<file path="src/rtl/multicycle_ctrl_if.sv">
// Control bundle between the multi-cycle RV32I controller and its datapath.
// The controller drives the master side; the datapath connects to the slave side.
interface multicycle_ctrl_if #(
    parameter int CNT_W = 32
);
    logic [6:0]       opcode;
    logic             zFlag;
    logic             mem_ready;
    logic             PCWrite;
    logic             AdrSrc;
    logic             MemWrite;
    logic             IRWrite;
    logic [1:0]       ResultSrc;
    logic [1:0]       ALUSrcA;
    logic [1:0]       ALUSrcB;
    logic [1:0]       ALUOp;
    logic [1:0]       ImmSrc;
    logic             RegWrite;
    logic [3:0]       state;
    logic             halted;
    logic [CNT_W-1:0] instr_count;

    modport master (
        input  opcode, zFlag, mem_ready,
        output PCWrite, AdrSrc, MemWrite, IRWrite, ResultSrc, ALUSrcA, ALUSrcB,
               ALUOp, ImmSrc, RegWrite, state, halted, instr_count
    );

    modport slave (
        output opcode, zFlag, mem_ready,
        input  PCWrite, AdrSrc, MemWrite, IRWrite, ResultSrc, ALUSrcA, ALUSrcB,
               ALUOp, ImmSrc, RegWrite, state, halted, instr_count
    );
endinterface

</file>
<file path="src/rtl/multicycle_ctrl.sv">
// Main control FSM for the multi-cycle RV32I datapath with a shared memory.
// Moore controls are registered from the next state; memory-ready and zFlag terms are gated in combinationally.
module multicycle_ctrl #(
    parameter int CNT_W           = 32,
    parameter bit HALT_ON_ILLEGAL = 1'b1
) (
    input logic               clk,
    input logic               rst,
    multicycle_ctrl_if.master bus
);
    typedef enum logic [3:0] {
        FETCH    = 4'd0,
        DECODE   = 4'd1,
        MEMADR   = 4'd2,
        MEMREAD  = 4'd3,
        MEMWB    = 4'd4,
        MEMWRITE = 4'd5,
        EXECUTER = 4'd6,
        EXECUTEI = 4'd7,
        ALUWB    = 4'd8,
        JAL      = 4'd9,
        BEQ      = 4'd10,
        HALT     = 4'd11
    } state_t;

    localparam logic [6:0] OP_LW  = 7'b0000011;
    localparam logic [6:0] OP_SW  = 7'b0100011;
    localparam logic [6:0] OP_R   = 7'b0110011;
    localparam logic [6:0] OP_I   = 7'b0010011;
    localparam logic [6:0] OP_JAL = 7'b1101111;
    localparam logic [6:0] OP_BEQ = 7'b1100011;

    typedef struct packed {
        logic       is_fetch;
        logic       pc_update;
        logic       branch;
        logic       adr_src;
        logic       mem_write;
        logic       reg_write;
        logic [1:0] result_src;
        logic [1:0] alu_src_a;
        logic [1:0] alu_src_b;
        logic [1:0] alu_op;
    } ctl_t;

    function automatic ctl_t decode(state_t s);
        ctl_t c;
        c = '0;
        case (s)
            FETCH:    begin c.is_fetch = 1'b1; c.alu_src_b = 2'b10; c.result_src = 2'b10; end
            DECODE:   begin c.alu_src_a = 2'b01; c.alu_src_b = 2'b01; end
            MEMADR:   begin c.alu_src_a = 2'b10; c.alu_src_b = 2'b01; end
            MEMREAD:  c.adr_src = 1'b1;
            MEMWB:    begin c.result_src = 2'b01; c.reg_write = 1'b1; end
            MEMWRITE: begin c.adr_src = 1'b1; c.mem_write = 1'b1; end
            EXECUTER: begin c.alu_src_a = 2'b10; c.alu_op = 2'b10; end
            EXECUTEI: begin c.alu_src_a = 2'b10; c.alu_src_b = 2'b01; c.alu_op = 2'b10; end
            ALUWB:    c.reg_write = 1'b1;
            JAL:      begin c.alu_src_a = 2'b01; c.alu_src_b = 2'b10; c.pc_update = 1'b1; end
            BEQ:      begin c.alu_src_a = 2'b10; c.alu_op = 2'b01; c.branch = 1'b1; end
            default:  c = '0;
        endcase
        return c;
    endfunction

    state_t           state, next_state;
    ctl_t             ctl_q;
    logic             halted_q;
    logic             retire;
    logic [CNT_W-1:0] count_q;

    always_comb begin
        next_state = state;
        retire     = 1'b0;
        case (state)
            FETCH:    if (bus.mem_ready) next_state = DECODE;
            DECODE: begin
                case (bus.opcode)
                    OP_LW, OP_SW: next_state = MEMADR;
                    OP_R:         next_state = EXECUTER;
                    OP_I:         next_state = EXECUTEI;
                    OP_JAL:       next_state = JAL;
                    OP_BEQ:       next_state = BEQ;
                    default: begin
                        if (HALT_ON_ILLEGAL) begin
                            next_state = HALT;
                        end else begin
                            next_state = FETCH;
                            retire     = 1'b1;
                        end
                    end
                endcase
            end
            MEMADR:   next_state = (bus.opcode == OP_SW) ? MEMWRITE : MEMREAD;
            MEMREAD:  if (bus.mem_ready) next_state = MEMWB;
            MEMWB:    begin next_state = FETCH; retire = 1'b1; end
            MEMWRITE: if (bus.mem_ready) begin next_state = FETCH; retire = 1'b1; end
            EXECUTER: next_state = ALUWB;
            EXECUTEI: next_state = ALUWB;
            ALUWB:    begin next_state = FETCH; retire = 1'b1; end
            JAL:      next_state = ALUWB;
            BEQ:      begin next_state = FETCH; retire = 1'b1; end
            HALT:     next_state = HALT;
            default:  next_state = FETCH;
        endcase
    end

    always_ff @(posedge clk) begin
        if (rst) begin
            state    <= FETCH;
            ctl_q    <= decode(FETCH);
            halted_q <= 1'b0;
            count_q  <= '0;
        end else begin
            state    <= next_state;
            ctl_q    <= decode(next_state);
            halted_q <= (next_state == HALT);
            if (retire) count_q <= count_q + 1'b1;
        end
    end

    // Enables are masked by rst so nothing writes while reset is held.
    assign bus.PCWrite  = ~rst & ((ctl_q.is_fetch & bus.mem_ready) | ctl_q.pc_update |
                                  (ctl_q.branch & bus.zFlag));
    assign bus.IRWrite  = ~rst & ctl_q.is_fetch & bus.mem_ready;
    assign bus.MemWrite = ~rst & ctl_q.mem_write;
    assign bus.RegWrite = ~rst & ctl_q.reg_write;

    assign bus.AdrSrc      = ctl_q.adr_src;
    assign bus.ResultSrc   = ctl_q.result_src;
    assign bus.ALUSrcA     = ctl_q.alu_src_a;
    assign bus.ALUSrcB     = ctl_q.alu_src_b;
    assign bus.ALUOp       = ctl_q.alu_op;
    assign bus.state       = state;
    assign bus.halted      = halted_q;
    assign bus.instr_count = count_q;

    always_comb begin
        case (bus.opcode)
            OP_SW:   bus.ImmSrc = 2'b01;
            OP_BEQ:  bus.ImmSrc = 2'b10;
            OP_JAL:  bus.ImmSrc = 2'b11;
            default: bus.ImmSrc = 2'b00;
        endcase
    end
endmodule

</file>
<file path="src/flat_wrapper.sv">
// flat-port wrapper written by rule: the top's interface ports become plain ports
module multicycle_ctrl_flat 
#(
    parameter int CNT_W           = 32,
    parameter bit HALT_ON_ILLEGAL = 1'b1
)
  (clk, rst, bus_opcode, bus_zFlag, bus_mem_ready, bus_PCWrite, bus_AdrSrc, bus_MemWrite, bus_IRWrite, bus_ResultSrc, bus_ALUSrcA, bus_ALUSrcB, bus_ALUOp, bus_ImmSrc, bus_RegWrite, bus_state, bus_halted, bus_instr_count);
  multicycle_ctrl_if #(.CNT_W(CNT_W)) bus_i ();
  input logic clk;
  input logic rst;
  input wire logic [$bits(bus_i.opcode)-1:0] bus_opcode;
  input wire logic [$bits(bus_i.zFlag)-1:0] bus_zFlag;
  input wire logic [$bits(bus_i.mem_ready)-1:0] bus_mem_ready;
  output wire logic [$bits(bus_i.PCWrite)-1:0] bus_PCWrite;
  output wire logic [$bits(bus_i.AdrSrc)-1:0] bus_AdrSrc;
  output wire logic [$bits(bus_i.MemWrite)-1:0] bus_MemWrite;
  output wire logic [$bits(bus_i.IRWrite)-1:0] bus_IRWrite;
  output wire logic [$bits(bus_i.ResultSrc)-1:0] bus_ResultSrc;
  output wire logic [$bits(bus_i.ALUSrcA)-1:0] bus_ALUSrcA;
  output wire logic [$bits(bus_i.ALUSrcB)-1:0] bus_ALUSrcB;
  output wire logic [$bits(bus_i.ALUOp)-1:0] bus_ALUOp;
  output wire logic [$bits(bus_i.ImmSrc)-1:0] bus_ImmSrc;
  output wire logic [$bits(bus_i.RegWrite)-1:0] bus_RegWrite;
  output wire logic [$bits(bus_i.state)-1:0] bus_state;
  output wire logic [$bits(bus_i.halted)-1:0] bus_halted;
  output wire logic [$bits(bus_i.instr_count)-1:0] bus_instr_count;
  assign bus_i.opcode = bus_opcode;
  assign bus_i.zFlag = bus_zFlag;
  assign bus_i.mem_ready = bus_mem_ready;
  assign bus_PCWrite = bus_i.PCWrite;
  assign bus_AdrSrc = bus_i.AdrSrc;
  assign bus_MemWrite = bus_i.MemWrite;
  assign bus_IRWrite = bus_i.IRWrite;
  assign bus_ResultSrc = bus_i.ResultSrc;
  assign bus_ALUSrcA = bus_i.ALUSrcA;
  assign bus_ALUSrcB = bus_i.ALUSrcB;
  assign bus_ALUOp = bus_i.ALUOp;
  assign bus_ImmSrc = bus_i.ImmSrc;
  assign bus_RegWrite = bus_i.RegWrite;
  assign bus_state = bus_i.state;
  assign bus_halted = bus_i.halted;
  assign bus_instr_count = bus_i.instr_count;
  multicycle_ctrl #(.CNT_W(CNT_W), .HALT_ON_ILLEGAL(HALT_ON_ILLEGAL)) u_core (.clk(clk), .rst(rst), .bus(bus_i));
endmodule
</file>
<file path="config.mk">
export PLATFORM = sky130hd
export DESIGN_NAME = multicycle_ctrl_flat
export DESIGN_NICKNAME = d
export VERILOG_FILES = /design/src/rtl/multicycle_ctrl_if.sv /design/src/rtl/multicycle_ctrl.sv /design/src/flat_wrapper.sv
export SDC_FILE = /design/constraint.sdc
export NUM_CORES = 1
export LEC_CHECK = 0
export BUFFER_PORTS_ARGS = -buffer_cell sky130_fd_sc_hd__buf_2
export CORE_MARGIN = 2
export CORE_UTILIZATION = 35
export CTS_CLUSTER_SIZE = 8
export DETAILED_ROUTE_END_ITERATION = 10
export PLACE_DENSITY_LB_ADDON = 0.25
export SYNTH_ARGS = -nofsm -noshare
export SYNTH_HDL_FRONTEND = slang
export SYNTH_SLANG_ARGS = --single-unit
</file>
<file path="constraint.sdc">
create_clock -name clk -period 1.72 [get_ports clk]
set_clock_uncertainty 0.05 [all_clocks]
set_input_delay 0.086 -clock clk [delete_from_list [all_inputs] [get_ports clk]]
set_output_delay 0.086 -clock clk [all_outputs]
set_load 0.1 [all_outputs]
</file>
After elaboration in Yosys (flattened, before gate mapping)

Cells that the tools add are included.

Register bits: 51
Word-level logic and storage cells: 83

$add $sub $neg: 1
Equal/unequal tests: 28
Mux-type cells: 19
Bitwise operators: 10
Reduce and logical (&&, ||, !) cells: 12

Operators with widths:

| kind                                                            | count |
|---|---|
| 32-bit by 1-bit adder with 32-bit output, second input constant | 1 |
| 4-bit by 3-bit == test with 1-bit output, second input constant | 8 |
| 4-bit == test, second input constant                            | 8 |
| 4-bit one-hot mux with 7 select lines                           | 1 |
| 4-bit one-hot mux with 5 select lines                           | 1 |
| 4-bit by 2-bit == test with 1-bit output, second input constant | 4 |
| 2-bit one-hot mux with 2 select lines                           | 4 |
| 7-bit by 6-bit == test with 1-bit output, second input constant | 2 |
| 7-bit == test, second input constant                            | 2 |
| 4-bit 2-to-1 mux                                                | 3 |
| 2-bit OR reduction                                              | 6 |
| 3-bit OR reduction                                              | 3 |
| 4-bit by 1-bit == test with 1-bit output, second input constant | 2 |
| 4-bit zero test                                                 | 2 |
| 1-bit AND                                                       | 7 |
| 7-bit by 2-bit == test with 1-bit output, second input constant | 1 |
| 7-bit by 5-bit == test with 1-bit output, second input constant | 1 |
| 1-bit 2-to-1 mux                                                | 7 |
| 2-bit one-hot mux with 3 select lines                           | 1 |
| 4-bit OR reduction                                              | 1 |
| 3-bit 2-to-1 mux                                                | 1 |
| 1-bit bitwise OR                                                | 2 |
| 1-bit one-hot mux with 2 select lines                           | 1 |
| 1-bit inverter                                                  | 1 |

Longest topological paths before layout

Depth after elaboration: 7
Mapped depth: 9
Depth with buffers taken out: 7

Worst setup path before layout

No wires, ideal clock.

Path type: reg-to-reg
From: register u_core.count_q[2], in the netlist u_core.bus.instr_count[2]
To: register u_core.count_q[31], in the netlist u_core.bus.instr_count[31]
Library setup time: 0.067 ns
Data arrival time: 2.498 ns
Required time: 1.603 ns
Path slack: -0.895 ns
Stages on the path, launching flop included: 9
Path buffers: 2
Clock period less this slack: 2.615 ns
Cell sequence: dfxtp_1 and4_1 and4_1 and4_1 clkbuf_2 buf_4 nand4_2 xor2_1 nor2_1

Word-level cells in the longest chain between the ends: 1

Ends and longest elaborated chain:

| what                                     | RTL line               | RTL |
|---|---|---|
| from (decl)                              | multicycle_ctrl.sv:70  | `logic [CNT_W-1:0] count_q;` |
| from (signal assigned)                   | multicycle_ctrl.sv:118 | `if (retire) count_q <= count_q + 1'b1;` |
| 32-bit by 1-bit adder with 32-bit output | multicycle_ctrl.sv:118 |  |

Every way passes these cells.
A chain may end at the register's enable or synchronous reset.

Worst setup path after layout

From: register u_core.state[3], in the netlist u_core.bus.state[3]
To: register u_core.ctl_q (netlist bit u_core.bus.ALUSrcB[0])

Word-level cells in the longest chain between the ends: 6

Ends and longest elaborated chain:

| what                                                                             | RTL line               | RTL |
|---|---|---|
| from (decl)                                                                      | multicycle_ctrl.sv:66  | `state_t state, next_state;` |
| from (signal assigned)                                                           | multicycle_ctrl.sv:115 | `state <= next_state;` |
| 4-bit by 3-bit == test with 1-bit output / 4-bit == test (equally long branches) | multicycle_ctrl.sv:75  | `case (state)` |
| 3-bit OR reduction (no source line)                                              | n/a                    |  |
| 4-bit one-hot mux with 7 select lines (*)                                        | multicycle_ctrl.sv:75  |  |
| 4-bit by 1-bit == test with 1-bit output (tied with other cells)                 | multicycle_ctrl.sv:49  | `case (s)` |
| 3-bit OR reduction (no source line) / 2-bit OR reduction (equally long branches) | n/a                    |  |
| 2-bit one-hot mux with 2 select lines (*)                                        | multicycle_ctrl.sv:49  |  |
| to (signal assigned)                                                             | multicycle_ctrl.sv:111 | `ctl_q <= decode(FETCH);` |
| to (signal assigned)                                                             | multicycle_ctrl.sv:116 | `ctl_q <= decode(next_state);` |
| to (decl)                                                                        | multicycle_ctrl.sv:67  | `ctl_t ctl_q;` |

Every way passes the cells marked *; elsewhere a longest branch is shown, timed or not.

==> metrics.txt <==
Peak VDD IR 0.475 mV; share of layout cells above drive strength 1 0.552; fin worst setup slack -0.0563 ns; Final min period 1.78 ns; Max Freq 563 MHz; Largest stage delay, worst path 0.50 ns; Top-Level Pins 63; r2r worst-path depth 6; initial drt markers 89; failing checks negative setup slack; status finished, violations left; sequential fraction of the synthesis area 0.411; worst hold path depth 2; placed cell count 419; drt total wl 5.83 mm; Total GRT Usage 0.152; drt pass-1 iters 4; Int Power 1.93 mW; Worst path depth 6; LEAKAGE 1.53 nW; Psw 1.03 mW; htree depth 2; CP max-delay cell or4_4; crit-path cells buf_4 > or4_4 > o22ai_4 > nor3_1 > a21oi_1 > o32ai_2; Period Utilization, post-route 1.03; cell area power density 829 mW/mm2; global-route wire length before repair 9.16 mm; Fin. Hold Viols 0; final non-filler cell total 435; delay-heaviest family, CP simple AND/OR/NAND/NOR gates; root buffer cell clkbuf_8; Die Area 0.00750 mm2; Hold Path Class in2reg; combinational share of power 0.309; core region area 0.00668 mm2; CP startpoint kind flip-flop; Row Count 30; Port Buffer Count 62; largest net degree at the start of global routing 30; Filler cells 620; critical path class reg2reg; final setup TNS -0.225 ns; clock slew at reported path FFs 0.09 ns; WP data arrival 1.90 ns; Die X 86.6 um; drt drc 0; clock tree sinks 49; n_diodes 0; CP max FO 6; Ys Warns 0; vias 2143; clk_lat worst skew 0.30 ns; RSZ-0062 raised after global routing true; Synth Instances 270; Routed Antenna Nets 0; post-DP HPWL 4.02 mm; CP Buf/Inv Count 1; count of different cell masters after synthesis 52; nets 366; max_cap viols 0; P&R area growth vs syn 49.8%; initial antenna violation count 0; switching part of the total 0.349; grt ovf 0; TritonCTS clock tree done; post-synth net total 282; Critical Path RT 1.85 ns; Synth Area per Inst 8.85 um2; vias in the first global route 1949; Slew HR 0.670; Synth Cell Area 0.00239 mm2; clock share of power 0.292; # setup viols final 8; DR vias/cell 4.93; flops & latches, synth 49; Routability Congestion 0.786; part of the power in registers 0.399; chip height 86.6 um; max-slew violations 0; hold slack 0.138 ns; worst slew pin tran 0.499 ns; crit end category flip-flop; worst-case clock buffer depth 2; Initial Utilization 0.357; routed len/inst 13.4 um; CTS buffer count 5
final timing paths:
kind	from	end	slack, ns
setup / recovery	u_core.bus.state[3]	u_core.bus.ALUSrcB[0]	-0.06
hold / removal	rst	u_core.bus.state[2]	0.14
setup reg to reg	u_core.bus.state[3]	u_core.bus.ALUSrcB[0]	-0.06
hold reg to reg	u_core.bus.instr_count[13]	u_core.bus.instr_count[13]	0.46
cell usage in the layout, fill, tap and decap left out, types with 2 or more instances in the layout:
master / synthesis / routed
buf_2: 3 / 61
nor2_1: 47 / 44
buf_4: 11 / 30
xor2_1: 29 / 29
dfxtp_4: 0 / 21
dfxtp_1: 49 / 17
nand4_1: 11 / 11
dfxtp_2: 0 / 11
nand2_1: 13 / 9
nand3_2: 2 / 7
nand3_4: 0 / 7
and3_1: 8 / 7
a21oi_1: 8 / 6
clkbuf_8: 0 / 6
buf_12: 1 / 6
nor3_1: 5 / 4
nor2_2: 0 / 3
and4_4: 0 / 3
nand2_2: 0 / 3
inv_1: 3 / 3
buf_6: 3 / 3
nand2b_1: 4 / 2
a21oi_2: 0 / 2
nor2b_2: 0 / 2
and2b_1: 2 / 2
nand2b_4: 0 / 2
nor2b_1: 5 / 2
and3b_1: 2 / 2
nor4_1: 3 / 2
xnor2_1: 3 / 2
mux2i_1: 2 / 2
o21bai_1: 2 / 2
and4_1: 5 / 2
clkbuf_16: 0 / 2
per-stage QoR:
stage	power (mW)	area (um2)	setup slack, ns	utilization
after floorplan	1.90	2700	-0.330	-
after global placement	2.04	3200	-0.0914	0.479
after detailed placement	2.04	3200	-0.0857	0.479
after CTS	2.94	3390	-0.0679	0.508
after global routing	3.08	3580	-0.112	0.535
final	2.96	3580	-0.0563	0.535
sequential cells by signal, indices dropped and copies added, names as in the netlist:
register / cells
u_core.bus.ALUSrcB: 2
u_core.bus.AdrSrc: 1
u_core.bus.instr_count: 32
u_core.bus.ALUSrcA: 2
u_core.bus.halted: 1
u_core.bus.ResultSrc: 2
u_core.bus.ALUOp: 2
u_core.bus.state: 4
u_core.ctl_q: 3
area by class of cell:
cell class | count | area (um2) | share of cell area
clock buffers | 6 | 82.6 | 0.0231
clock inverters | 2 | 37.5 | 0.0105
inverters | 4 | 17.5 | 0.00490
multi-input cells | 191 | 1520 | 0.424
flip-flops and latches | 49 | 1070 | 0.300
well taps | 80 | 100 | 0.0280
repair buffers | 103 | 749 | 0.210
routing by layer:
layer | vias up | track usage | part of all wire
met1 | 1012 | 0.195 | 0.46
met3 | 6 | 0.0410 | 0.040
met5 | - | 0 | 0
li1 | 1087 | - | -
met4 | 0 | 0.0384 | 0.0081
met2 | 38 | 0.255 | 0.49
what timing repair did:
action	4_1_cts	5_1_grt
hold buffers	0	0
cloned	0	2
pin swaps	7	14
resized for setup	7	23
endpoints found under the setup margin	23	38
setup buffers	4	2
power groups by stage:
stage | logic (mW) | clock network, mW | registers (mW)
final | 0.915 | 0.865 | 1.18
after detailed placement | 0.824 | 0 | 1.22
after global routing | 0.965 | 0.924 | 1.19
after CTS | 0.882 | 0.880 | 1.18
after global placement | 0.820 | 0 | 1.22
after floorplan | 0.541 | 0 | 1.36
logic make-up after synthesis:
logic type / count (synthesis) / synth area share
XOR/XNOR: 32 / 0.117
multiplexers: 2 / 0.00838
adder cells (fa/ha/maj): 2 / 0.00943
AND/OR/NAND/NOR: 131 / 0.291
buffers and inverters: 30 / 0.0838
flip-flops: 49 / 0.411
AO/OA/AOI/OAI: 24 / 0.0791
Yosys cell counts (all sizes together):
library cell   n  area (um2)
dfxtp         49         981
o22a           1        8.76
o41ai          1        16.3
nor3b          1        7.51
or4            1        7.51
nand4bb        1        11.3
nand4         12        81.3
o22ai          1        12.5
a2bb2oi        1        8.76
ha             1        12.5
nand3b         1        7.51
and2           3        18.8
nand3         15        85.1
inv            4        17.5
nor4           3        18.8
a2111oi        1        10.0
nor2          47         176
a21oi          8        40.0
or3b           1        8.76
o221ai         1        8.76
o21bai         2        15.0
nor2b          5        31.3
and3           8        50.1
a31oi          1        6.26
mux2i          2        20.0
maj3           1        10.0
o211a          1        10.0
o31ai          2        15.0
nor4bb         1        10.0
and3b          2        17.5
and2b          2        15.0
nand2         13        48.8
xnor2          3        26.3
and4           5        43.8
or3            1        6.26
a211oi         1        7.51
nor3           5        25.0
xor2          29         254
o32ai          2        25.0
clkbuf         8        31.3
nand2b         4        25.0
o21ai          1        5.00
buf           18         151
(Power assumes the default switching activity.)
